### src/rtl/button_event_encoder_if.sv
`default_nettype none
// ============================================================================
// Module   : button_event_encoder_if
// Purpose  : Raw button inputs and encoded event outputs of the button
//            event encoder, grouped for the controller connection.
// Revision : 1.0 - initial release
// ============================================================================
interface button_event_encoder_if;
  logic       enter0;
  logic       enter1;
  logic       confirm;
  logic       clear;
  logic       algorithm_select_mode;
  logic       events_en;
  logic       evt_valid;
  logic [2:0] evt_code;
  logic       evt_collision;
  logic       busy;

  modport master (
    output enter0, enter1, confirm, clear, algorithm_select_mode, events_en,
    input  evt_valid, evt_code, evt_collision, busy
  );

  modport slave (
    input  enter0, enter1, confirm, clear, algorithm_select_mode, events_en,
    output evt_valid, evt_code, evt_collision, busy
  );
endinterface
`default_nettype wire

### src/rtl/button_event_encoder.sv
`default_nettype none
// ============================================================================
// Module   : button_event_encoder
// Purpose  : Synchronise, debounce and edge-detect five push buttons and emit
//            one encoded single-cycle event per clean press.
// Revision : 1.0 - initial release
// ============================================================================
module button_event_encoder #(
  parameter int DEBOUNCE_CYCLES = 2
) (
  input  logic                   clock,
  input  logic                   reset,
  button_event_encoder_if.slave  bus
);

  localparam int                 c_NUM_BTN  = 5;
  localparam int                 c_CNT_W    = $clog2(DEBOUNCE_CYCLES + 1);
  localparam logic [c_CNT_W-1:0] c_CNT_LAST = c_CNT_W'(DEBOUNCE_CYCLES - 1);

  logic [c_NUM_BTN-1:0] w_raw;
  logic [c_NUM_BTN-1:0] w_deb;
  logic [c_NUM_BTN-1:0] w_deb_next;
  logic [c_NUM_BTN-1:0] w_rise;
  logic                 w_single;
  logic                 w_clean;
  logic                 w_accept;
  logic                 w_reject;
  logic [2:0]           w_code;

  logic                 r_pend_valid;
  logic [2:0]           r_pend_code;
  logic                 r_pend_coll;
  logic                 r_evt_valid;
  logic [2:0]           r_evt_code;
  logic                 r_evt_coll;
  logic                 r_busy;

  // Bit index + 1 is the event code.
  assign w_raw = {bus.algorithm_select_mode, bus.clear, bus.confirm,
                  bus.enter1, bus.enter0};

  generate
    for (genvar gi = 0; gi < c_NUM_BTN; gi++) begin : g_btn
      logic               r_s1;
      logic               r_s2;
      logic               r_deb;
      logic [c_CNT_W-1:0] r_cnt;
      logic               w_mismatch;
      logic               w_flip;

      assign w_mismatch = r_s2 ^ r_deb;
      assign w_flip     = w_mismatch && (r_cnt == c_CNT_LAST);

      always_ff @(posedge clock or posedge reset) begin
        if (reset) begin
          r_s1  <= 1'b0;
          r_s2  <= 1'b0;
          r_deb <= 1'b0;
          r_cnt <= '0;
        end else begin
          r_s1 <= w_raw[gi];
          r_s2 <= r_s1;
          if (!w_mismatch || w_flip) begin
            r_cnt <= '0;
          end else begin
            r_cnt <= r_cnt + c_CNT_W'(1);
          end
          if (w_flip) begin
            r_deb <= ~r_deb;
          end
        end
      end

      assign w_deb[gi]      = r_deb;
      assign w_deb_next[gi] = r_deb ^ w_flip;
    end
  endgenerate

  // A press is clean only when it is the sole rise and nothing else was held.
  assign w_rise   = w_deb_next & ~w_deb;
  assign w_single = (w_rise != '0) && ((w_rise & (w_rise - 5'd1)) == '0);
  assign w_clean  = w_single && (w_deb == '0);
  assign w_accept = w_clean && bus.events_en;
  assign w_reject = (w_rise != '0) && !w_clean;

  always_comb begin
    w_code = 3'd0;
    for (int i = 0; i < c_NUM_BTN; i++) begin
      if (w_rise[i]) begin
        w_code = 3'(i + 1);
      end
    end
  end

  always_ff @(posedge clock or posedge reset) begin
    if (reset) begin
      r_pend_valid <= 1'b0;
      r_pend_code  <= 3'd0;
      r_pend_coll  <= 1'b0;
      r_evt_valid  <= 1'b0;
      r_evt_code   <= 3'd0;
      r_evt_coll   <= 1'b0;
      r_busy       <= 1'b0;
    end else begin
      r_pend_valid <= w_accept;
      r_pend_code  <= w_accept ? w_code : 3'd0;
      r_pend_coll  <= w_reject;
      r_evt_valid  <= r_pend_valid;
      r_evt_code   <= r_pend_code;
      r_evt_coll   <= r_pend_coll;
      r_busy       <= |w_deb;
    end
  end

  assign bus.evt_valid     = r_evt_valid;
  assign bus.evt_code      = r_evt_code;
  assign bus.evt_collision = r_evt_coll;
  assign bus.busy          = r_busy;

endmodule
`default_nettype wire

### src/flat_wrapper.sv
// flat-port wrapper written by rule: the top's interface ports become plain ports
module button_event_encoder_flat 
#(
  parameter int DEBOUNCE_CYCLES = 2
)
  (clock, reset, bus_enter0, bus_enter1, bus_confirm, bus_clear, bus_algorithm_select_mode, bus_events_en, bus_evt_valid, bus_evt_code, bus_evt_collision, bus_busy);
  button_event_encoder_if bus_i ();
  input  logic clock;
  input  logic reset;
  input wire logic [$bits(bus_i.enter0)-1:0] bus_enter0;
  input wire logic [$bits(bus_i.enter1)-1:0] bus_enter1;
  input wire logic [$bits(bus_i.confirm)-1:0] bus_confirm;
  input wire logic [$bits(bus_i.clear)-1:0] bus_clear;
  input wire logic [$bits(bus_i.algorithm_select_mode)-1:0] bus_algorithm_select_mode;
  input wire logic [$bits(bus_i.events_en)-1:0] bus_events_en;
  output wire logic [$bits(bus_i.evt_valid)-1:0] bus_evt_valid;
  output wire logic [$bits(bus_i.evt_code)-1:0] bus_evt_code;
  output wire logic [$bits(bus_i.evt_collision)-1:0] bus_evt_collision;
  output wire logic [$bits(bus_i.busy)-1:0] bus_busy;
  assign bus_i.enter0 = bus_enter0;
  assign bus_i.enter1 = bus_enter1;
  assign bus_i.confirm = bus_confirm;
  assign bus_i.clear = bus_clear;
  assign bus_i.algorithm_select_mode = bus_algorithm_select_mode;
  assign bus_i.events_en = bus_events_en;
  assign bus_evt_valid = bus_i.evt_valid;
  assign bus_evt_code = bus_i.evt_code;
  assign bus_evt_collision = bus_i.evt_collision;
  assign bus_busy = bus_i.busy;
  button_event_encoder #(.DEBOUNCE_CYCLES(DEBOUNCE_CYCLES)) u_core (.clock(clock), .reset(reset), .bus(bus_i));
endmodule
### config.mk
export PLATFORM = sky130hd
export DESIGN_NAME = button_event_encoder_flat
export DESIGN_NICKNAME = d
export VERILOG_FILES = /design/src/rtl/button_event_encoder_if.sv /design/src/rtl/button_event_encoder.sv /design/src/flat_wrapper.sv
export SDC_FILE = /design/constraint.sdc
export NUM_CORES = 1
export LEC_CHECK = 0
export BUFFER_PORTS_ARGS = -buffer_cell sky130_fd_sc_hd__buf_4
export CAP_MARGIN = 25
export CORE_UTILIZATION = 31
export CTS_CLUSTER_SIZE = 16
export DETAILED_ROUTE_END_ITERATION = 12
export GPL_TIMING_DRIVEN = 0
export HOLD_SLACK_MARGIN = 0.12
export SLEW_MARGIN = 20
export SYNTH_ARGS = -nofsm -noshare
export SYNTH_HDL_FRONTEND = slang
export SYNTH_SLANG_ARGS = --single-unit
### constraint.sdc
create_clock -name clock -period 2.39 [get_ports clock]
set_input_delay 0.478 -clock clock [delete_from_list [all_inputs] [get_ports clock]]
set_output_delay 0.478 -clock clock [all_outputs]
set_load 0.1 [all_outputs]
* After elaboration in Yosys (flattened, before gate mapping)
Index checks and enable logic that the tools add are counted.
** Cells by class
- Bitwise logic cells :: 18
- Equal/unequal tests :: 5
- Add/subtract/negate cells :: 6
- Reduce and logical (&&, ||, !) cells :: 24
- Multiplexer cells :: 11
** Operators with widths (count)
- $mux W2 :: 7
- $add A2 B1 Y2 const B :: 5
- $and A5 B5 Y5 :: 2
- $eq A2 B1 Y1 const B :: 5
- $logic_not A5 Y1 :: 2
- $xor A1 B1 Y1 :: 10
- $logic_and A1 B1 Y1 :: 9
- $mux W3 :: 3
- $logic_not A1 Y1 :: 6
- $logic_or A1 B1 Y1 :: 5
- $not A1 Y1 :: 5
- $not A5 Y5 :: 1
- $reduce_bool A5 Y1 :: 1
- $reduce_or A5 Y1 :: 1
- $sub A5 B1 Y5 const B :: 1
- $mux W1 :: 1
** Word-level totals
- Logic and storage cells :: 91
- Output and inout bits :: 6
- Register bits after elaboration :: 36

* Longest topological paths before layout
Gate-level depths: netlist of run 1.
- Depth after elaboration :: 11
- Depth in mapped cells :: 6
- Depth with buffers taken out :: 6

* Worst setup path before layout of run 1
OpenSTA, ideal clock, no wires.
- Path type :: register -> register
- From :: register u_core.g_btn[0].r_cnt[0]
- To :: register u_core.r_pend_valid
- Cell stages (with the launch flop) :: 6
- Library setup time :: 127 ps
- Setup slack :: 966 ps
- Data arrival time :: 1298 ps
- Path through :: dfrtp_1 -> ha_1 -> and3b_2 -> xnor2_1 -> a211oi_1 -> o31ai_2
** Between the ends
- Longest elaborated chain between the ends :: 10
- Elaborated cells between the ends (all ways) :: 11
** RTL lines
- start: declaration :: RTL line button_event_encoder.sv:47 : logic [c_CNT_W-1:0] r_cnt;
- start signal: assignment :: RTL line button_event_encoder.sv:66 : r_cnt <= r_cnt + c_CNT_W'(1);
- $eq A2 B1 Y1 (*) :: RTL line button_event_encoder.sv:52 : assign w_flip = w_mismatch && (r_cnt == c_CNT_LAST);
- $logic_and A1 B1 Y1 (*) :: RTL line button_event_encoder.sv:52
- $xor A1 B1 Y1 (*) :: RTL line button_event_encoder.sv:75 : assign w_deb_next[gi] = r_deb ^ w_flip;
- $and A5 B5 Y5 (*) :: RTL line button_event_encoder.sv:80 : assign w_rise = w_deb_next & ~w_deb;
- $sub A5 B1 Y5 :: RTL line button_event_encoder.sv:81 : assign w_single = (w_rise != '0) && ((w_rise & (w_rise - 5'd1)) == '0);
- $and A5 B5 Y5 :: RTL line button_event_encoder.sv:81
- $logic_not A5 Y1 :: RTL line button_event_encoder.sv:81
- $logic_and A1 B1 Y1 (*) :: RTL line button_event_encoder.sv:81
- $logic_and A1 B1 Y1 (*) :: RTL line button_event_encoder.sv:82 : assign w_clean = w_single && (w_deb == '0);
- $logic_and A1 B1 Y1 (*) :: RTL line button_event_encoder.sv:83 : assign w_accept = w_clean && bus.events_en;
- via u_core.w_accept :: RTL line button_event_encoder.sv:26 : logic w_accept;
- end signal: assignment :: RTL line button_event_encoder.sv:105 : r_pend_valid <= w_accept;
- end: declaration :: RTL line button_event_encoder.sv:30 : logic r_pend_valid;
Mark *: on every way through the listed nets, which the timed path passes. The rest lies on a longest branch.
A chain may end at the register's enable or synchronous reset.

* Worst setup path in the final report of run 1
Same ends and word-level chain as after synthesis.

==> results of run 1 <==
[worst min path at each step]
stage                     startpoint                        to  slack (ns)  depth (start not counted)
2_1_floorplan  u_core.r_pend_code[0]    u_core.bus.evt_code[0]        0.33                          0
3_3_place_gp      u_core.r_pend_coll  u_core.bus.evt_collision        0.33                          0
3_5_place_dp     u_core.r_pend_valid      u_core.bus.evt_valid        0.33                          0
4_1_cts                    bus_clear      u_core.g_btn[3].r_s1        0.29                          1
5_1_grt                  bus_confirm      u_core.g_btn[2].r_s1        0.28                          1
6_report                 bus_confirm      u_core.g_btn[2].r_s1        0.30                          1
[power groups by stage]
stage                     logic [mW]  registers [mW]  clock network, mW
after CTS                      0.641           0.852              0.588
after global routing           0.714           0.875              0.608
after detailed placement       0.642           0.862                  0
final                          0.633           0.850              0.570
after global placement         0.606           0.854                  0
after floorplan                0.449           0.925                  0
[metrics by stage]
step	instances	hold WS (ns)	power, mW	worst slack, ns	area (µm²)
2_1_floorplan	110	0.331	1.37	0.966	1430
3_3_place_gp	175	0.331	1.46	0.684	1590
3_5_place_dp	175	0.335	1.50	0.883	1590
4_1_cts	183	0.288	2.08	0.861	1720
5_1_grt	183	0.282	2.20	0.751	1720
6_report	183	0.298	2.05	0.856	1720
[registers in the layout, indices dropped and copies added (netlist names)]
| register | count |
|---|---|
| u_core.g_btn.r_cnt | 10 |
| u_core.g_btn.r_deb | 5 |
| u_core.g_btn.r_s1 | 5 |
| u_core.g_btn.r_s2 | 5 |
| u_core.bus.evt_code | 3 |
| u_core.r_pend_code | 3 |
| u_core.bus.busy | 1 |
| u_core.bus.evt_collision | 1 |
| u_core.bus.evt_valid | 1 |
| u_core.r_pend_coll | 1 |
| u_core.r_pend_valid | 1 |
[Yosys cell counts (all sizes together), types with 2 or more instances]
cell    number
mux2         5
ha           5
inv          6
nor3         4
nand2        2
xor2         5
nand2b       5
nor2        15
nand3b       5
dfrtp       36
nand3        5
xnor2        3
and3b        4
[worst max-delay path, cell delays in order, from the launching register on]
cell and delay (ns):
sky130_fd_sc_hd__dfrtp_1 0.39, sky130_fd_sc_hd__ha_1 0.24, sky130_fd_sc_hd__and3b_2 0.26, sky130_fd_sc_hd__xnor2_1 0.15, sky130_fd_sc_hd__a211oi_1 0.30, sky130_fd_sc_hd__o31ai_2 0.08
[layout make-up]
cell class | instances | share of cell area
sequential | 36 | 0.524
timing repair buffer | 13 | 0.0568
clock inverter | 1 | 0.0175
inverter | 6 | 0.0131
multi-input combinational | 68 | 0.294
clock buffer | 7 | 0.0561
tap | 52 | 0.0379
[layer usage]
| metal | track usage | vias up |
|---|---|---|
| li1 | - | 421 |
| met1 | 0.105 | 382 |
| met2 | 0.149 | 18 |
| met3 | 0.0418 | 5 |
| met4 | 0.0600 | 0 |
| met5 | 0 | - |
[kinds of logic after synthesis]
logic type	after synthesis	share of synthesized area
compound gates	6	0.0350
xor+xnor	8	0.0490
fa+ha+maj	5	0.0438
buf+inv	6	0.0158
flops	36	0.630
mux	5	0.0394
simple gates	44	0.187
==> impl_summary.txt, run 1 <==
----------------------------------------------------
[Timing]
  Achievable clock frequency ... 652 MHz
  Total setup violations reported at the end of the flow ... 0
  Slew Limit Fails ... 0
  Final-layout setup total negative slack ... 0 ns
  Final period utilization ... 0.642
  Setup repair after global routing missed its margin ... no
  Final count of hold timing violations ... 0
  Clock skew ... roughly 0.0048 ns
  Worst Tran Pin Value ... roughly 0.72 ns
  Tightest slew margin relative to the limit ... 0.520
  Time the worst path needs with I/O delays and setup ... roughly 1.5 ns

[Run]
  Number of maximum-capacitance constraint violations ... 0

[Power]
  Internal Dissipation ... 1.41 mW
  Leakage ... 0.821 nW
  Part of the total power dissipated in combinational logic ... 0.308
  Psw ... roughly 650 µW
  Part of the total power dissipated in sequential elements ... 0.414
  Part of the total power dissipated in the clock network ... 0.278
  Pwr/cell area ... 1190 nW/µm²
  Maximum VDD drop ... between 0.5 and 0.6 mV
  Switching share of power ... 0.315

[Global routing]
  Largest net degree at the start of global routing ... 37
  Gr usage total ... 0.0948
  Initial antenna violation count ... 0
  Vias in the first global route ... ~840
  Global-route wire length before repair ... 3510 µm
  Aggregate global routing overflow ... 0

[Layout]
  Fraction of layout cells with a size suffix above 1 ... 0.244
  Antenna Diode Count ... 0
  Storage element area ... between 900 and 1000 µm²
  Fillers ... about 430
  Area of combinational cells with multiple inputs ... 505 µm²
  Area added between synthesis and finish ... 20.2%
  Net count of the finished layout ... 143
  Final cell utilization of the core ... 0.392
  Most common cell after layout, fill and taps aside ... sky130_fd_sc_hd__dfrtp_1
  Commonest cells after routing, fill and taps aside ... 36 x sky130_fd_sc_hd__dfrtp_1, 15 x sky130_fd_sc_hd__nor2_1, 13 x sky130_fd_sc_hd__buf_4, 7 x sky130_fd_sc_hd__clkbuf_8

[Synthesis]
  Number of synthesized flops with an enable pin ... 0
  Cell type with the highest aggregate area in the netlist ... sky130_fd_sc_hd__dfrtp_1
  #FFs+latches synth ... 36
  Fraction of the yosys area taken by sequential cells ... 0.630
  Most area-consuming cells after synthesis ... sky130_fd_sc_hd__dfrtp_1 63%, sky130_fd_sc_hd__ha_1 4.4%, sky130_fd_sc_hd__mux2_2 3.9%, sky130_fd_sc_hd__nor2_1 3.9%, sky130_fd_sc_hd__xor2_1 3.1%
  Share of the synthesized area in the top cell type ... 0.630
  Post-synth ARST share ... 1.00
  Avg Inst Size Synth ... 13.0 µm²
  Synthesis warning total ... 0
  Post-Synthesis Cells ... 110
  Distinct cell type count of the synthesized netlist ... 26
  Number of nets produced by synthesis ... 123
  Predominant post-synthesis flop cell ... sky130_fd_sc_hd__dfrtp_1
  Mapped cell area ... 1430 µm²

[Routing]
  Highest routing layer actually used ... met4
  Number of violations reported at the end of detailed-routing iteration 0 ... 61
  Count of antenna-violating nets left after detailed routing ... 0
  Length of routed met3 wiring ... 126 µm
  Routed wire length ... 1960 µm
  Drc violations ... 0
  Detailed-route wire length on metal 1 ... 887 µm
  1st-pass router iterations ... 4
  Met2 WL ... 902 µm
  Mean routed wirelength per cell ... 10.7 µm
  Vias/cell ... 4.51
  Total number of vias ... 826

[CTS]
  Clock latency on the worst-skew pair ... 0.28 ns
  Number of buffers added to fix hold violations after cts ... 0
  Number of instances resized during post-cts repair ... 0
  Total number of H-tree levels ... 2
  Number of setup buffers added after CTS ... 0
  Inserted Clock Buffers ... 5
  TritonCTS clock tree ... done
  Clock Sinks ... 36
  Maximum buffer depth of the clock tree ... 2
  Clock Tree Root ... sky130_fd_sc_hd__clkbuf_8
  CTS clock-pin slew for the worst setup and hold paths ... 0.07 ns

[Critical path]
  Data arrival, critical path ... about 1.7 ns
  Critical path data required time ... 2.56 ns
  Worst setup EP type ... flip-flop
  Reg-to-reg critical path startpoint ... u_core.g_btn[0].r_cnt[0]
  Largest fanout on the critical path ... 4
  Worst reg-to-reg path cell count ... 5
  Reg-to-Reg End ... u_core.r_pend_valid
  Timing startpoint of the critical path ... u_core.g_btn[0].r_cnt[0]
  Worst Setup EP ... u_core.r_pend_valid
  Startpoint type of the worst setup path ... flip-flop
  Setup slack of the most critical reg-to-reg path ... 0.86 ns
  Crit Path Category ... reg -> reg

[Floorplanning]
  Width of the die ... approximately 70 µm
  Starting density of the core ... 0.326
  Placeable core area ... 4380 µm²
  Total die area ... between 4000 and 5000 µm²
  Num ports ... 14
  Floorplan die height ... ~70 µm
  Number of cell rows ... 24

[Min path]
  Path type of the worst min-delay path ... in -> reg

[Status]
  Status ... finished, final reports clean

[Placed design]
  DP HPWL ... 1390 µm
  Port Buffer Count ... 13
  Routability congestion estimate from global placement ... between 0.8 and 0.9

----------------------------------------------------
Power figures use the tool's default switching activity.
==> inputs of run 2 (changes only) <==
==> constraint.sdc (replaced) <==
create_clock -name clock -period 1.3 [get_ports clock]
set_input_delay 0.26 -clock clock [delete_from_list [all_inputs] [get_ports clock]]
set_output_delay 0.26 -clock clock [all_outputs]
set_load 0.1 [all_outputs]
==> run 2 against run 1 <==
  * Critical endpoint is now u_core.r_pend_coll
  * Die area did not move
  * Critical path type unchanged
  * Non-clock buffer count increased by 18
  * Via count increased by 14%
  * Cell count increased by 9.8%
  * The flow now finishes with violations (setup timing)
==> impl_summary.txt, run 2 (synthesized netlist as in run 1, its figures left out) <==
----------------------------------------------------
[Status]
  Status ... finished with violations
  Violations in the final reports ... setup timing

[Layout]
  Top register by number of flip-flops ... u_core.g_btn.r_cnt
  Antenna Diode Count ... 0
  Fraction of layout cells with a size suffix above 1 ... 0.436
  Most common cell after layout, fill and taps aside ... sky130_fd_sc_hd__dfrtp_1
  Count of non-filler cells in the finished layout ... 201
  Net count of the finished layout ... 161
  Area added between synthesis and finish ... 39.1%
  Max FFs per register ... 10
  Commonest cells after routing, fill and taps aside ... 36 x sky130_fd_sc_hd__dfrtp_1, 25 x sky130_fd_sc_hd__buf_4, 15 x sky130_fd_sc_hd__nor2_1

[Timing]
  Slew Limit Fails ... 0
  Final count of hold timing violations ... 0
  Time the worst path needs with I/O delays and setup ... 1.46 ns
  Setup repair after global routing missed its margin ... yes
  Final period utilization ... 1.12
  Clock skew ... about 0.0057 ns
  Worst Tran Pin Value ... between 0.7 and 0.8 ns
  Final Worst Setup Slack ... -0.160 ns
  Achievable clock frequency ... 685 MHz
  Final-layout setup total negative slack ... -0.430 ns
  Total setup violations reported at the end of the flow ... 4
  Tightest slew margin relative to the limit ... 0.510

[Critical path]
  Reg-to-Reg End ... u_core.r_pend_coll
  Data arrival, critical path ... 1.63 ns
  Critical path data required time ... 1.47 ns
  Family with the most delay on the worst path ... flip-flops
  Reg-to-reg critical path startpoint ... u_core.g_btn[1].r_cnt[0]
  Number of buffer and inverter instances along the worst setup path ... 1
  Worst setup EP type ... flip-flop
  Crit Path Category ... reg -> reg
  Largest fanout on the critical path ... 4
  Worst stage delay on the critical path ... 0.41 ns
  Startpoint type of the worst setup path ... flip-flop
  Timing startpoint of the critical path ... u_core.g_btn[1].r_cnt[0]
  Setup slack of the most critical reg-to-reg path ... -0.16 ns
  Cell type of the slowest stage on the worst timing path ... sky130_fd_sc_hd__dfrtp_1
  Worst reg-to-reg path cell count ... 6
  Cells along the critical path ... ha_4 -> nand3b_1 -> buf_4 -> nand3_1 -> a311oi_2 -> nor2_1

[Floorplanning]
  Total die area ... 4880 µm²
  Placeable core area ... 4380 µm²
  Floorplan die height ... 69.9 µm
  Width of the die ... about 70 µm
  Starting density of the core ... 0.326
  Number of cell rows ... 24
  Num ports ... 14

[CTS]
  Inserted Clock Buffers ... 5
  Clock Sinks ... 36
  Clock Tree Root ... sky130_fd_sc_hd__clkbuf_8
  TritonCTS clock tree ... done
  Clock latency on the worst-skew pair ... 0.29 ns
  Total number of H-tree levels ... 2
  Maximum buffer depth of the clock tree ... 2
  CTS clock-pin slew for the worst setup and hold paths ... 0.07 ns

[Power]
  Part of the total power dissipated in the clock network ... 0.228
  Power consumption ... 4.18 mW
  Leakage ... ~0.93 nW
  Pwr/cell area ... 2100 nW/µm²
  Part of the total power dissipated in combinational logic ... 0.389
  Part of the total power dissipated in sequential elements ... 0.383
  Internal Dissipation ... 2.77 mW
  Psw ... approximately 1.4 mW
  Switching share of power ... 0.338
  Maximum VDD drop ... between 0.8 and 0.9 mV

[Routing]
  1st-pass router iterations ... 4
  Drc violations ... 0
  Mean routed wirelength per cell ... 12.4 µm
  Number of violations reported at the end of detailed-routing iteration 0 ... 19
  Vias/cell ... roughly 4.7
  Total number of vias ... 942
  Routed wire length ... 2500 µm
  Count of antenna-violating nets left after detailed routing ... 0

[Global routing]
  Largest net degree at the start of global routing ... 37
  Aggregate global routing overflow ... 0
  Gr usage total ... 0.115
  Gr busiest metal ... met2
  Vias in the first global route ... 936
  Met3 usage ... 0.0491
  Met1 Use GR ... 0.123
  Initial antenna violation count ... 0
  Global-route wire length before repair ... between 4000 and 5000 µm
  Met2 Track Usage GR ... 0.194

[Placed design]
  DP HPWL ... 1510 µm
  Port Buffer Count ... 13
  Routability congestion estimate from global placement ... a little under 0.8
  Placed insts ... 175

[Run]
  Number of maximum-capacitance constraint violations ... 0

[Min path]
  Path type of the worst min-delay path ... in -> async

----------------------------------------------------
-- run 2: changes by cell type in the layout (fill, tap and decap cells not counted), moves of 2 or more --
cell	change
sky130_fd_sc_hd__and3b_1	-3
sky130_fd_sc_hd__ha_1	-5
sky130_fd_sc_hd__nor3_1	-4
sky130_fd_sc_hd__xnor2_2	+2
sky130_fd_sc_hd__and3b_2	+3
sky130_fd_sc_hd__buf_4	+12
sky130_fd_sc_hd__dlygate4sd3_1	+5
sky130_fd_sc_hd__xnor2_1	-2
sky130_fd_sc_hd__ha_4	+4
sky130_fd_sc_hd__nor3_2	+4
sky130_fd_sc_hd__clkbuf_8	-2
-- run 2: layout make-up --
cell class                 count  area, µm²
inverter                       6       22.5
sequential                    36        901
fill                         410       2400
clock inverter                 3       42.5
multi-input combinational     68        639
timing repair buffer          31        249
clock buffer                   5       68.8
tap                           52       65.1
-- run 2: routing by layer --
metal,up-vias,routed length [µm],part of all wire
met1,457,1040,0.42
met2,25,1240,0.50
li1,450,-,-
met4,0,94,0.038
met5,-,0,0
met3,10,125,0.050
-- run 2: timing repair --
action / 4_1_cts / 5_1_grt
hold endpoints to repair: 5 / 0
resized for setup: 9 / 13
setup endpoints to repair: 4 / 5
gates cloned: 0 / 0
pin swaps: 11 / 6
setup buffers: 6 / 7
hold buffers: 5 / 0
-- run 2: worst max path at each step --
stage | end | cells past startpoint
after global placement | u_core.bus.evt_valid | 2
after CTS | u_core.r_pend_valid | 6
after global routing | u_core.r_pend_coll | 6
final | u_core.r_pend_coll | 6
after detailed placement | u_core.r_pend_valid | 6
after floorplan | u_core.r_pend_valid | 5
-- run 2: power by group through the flow --
stage | clock network, mW | registers (mW) | logic (mW)
2_1_floorplan | 0 | 1.70 | 0.849
3_3_place_gp | 0 | 1.57 | 1.15
3_5_place_dp | 0 | 1.59 | 1.22
4_1_cts | 0.990 | 1.58 | 1.40
5_1_grt | 1.05 | 1.64 | 1.81
6_report | 0.955 | 1.60 | 1.63
-- run 2: through the flow --
stage / hold slack [ns] / setup WS (ns) / utilization / cell area (µm²)
floorplan: 0.291 / -0.0526 / - / 1440
global placement: 0.332 / -0.184 / 0.366 / 1610
detailed placement: 0.335 / -0.187 / 0.366 / 1610
CTS: 0.124 / -0.138 / 0.424 / 1860
global route: 0.161 / -0.190 / 0.453 / 1990
finish: 0.0992 / -0.160 / 0.453 / 1990
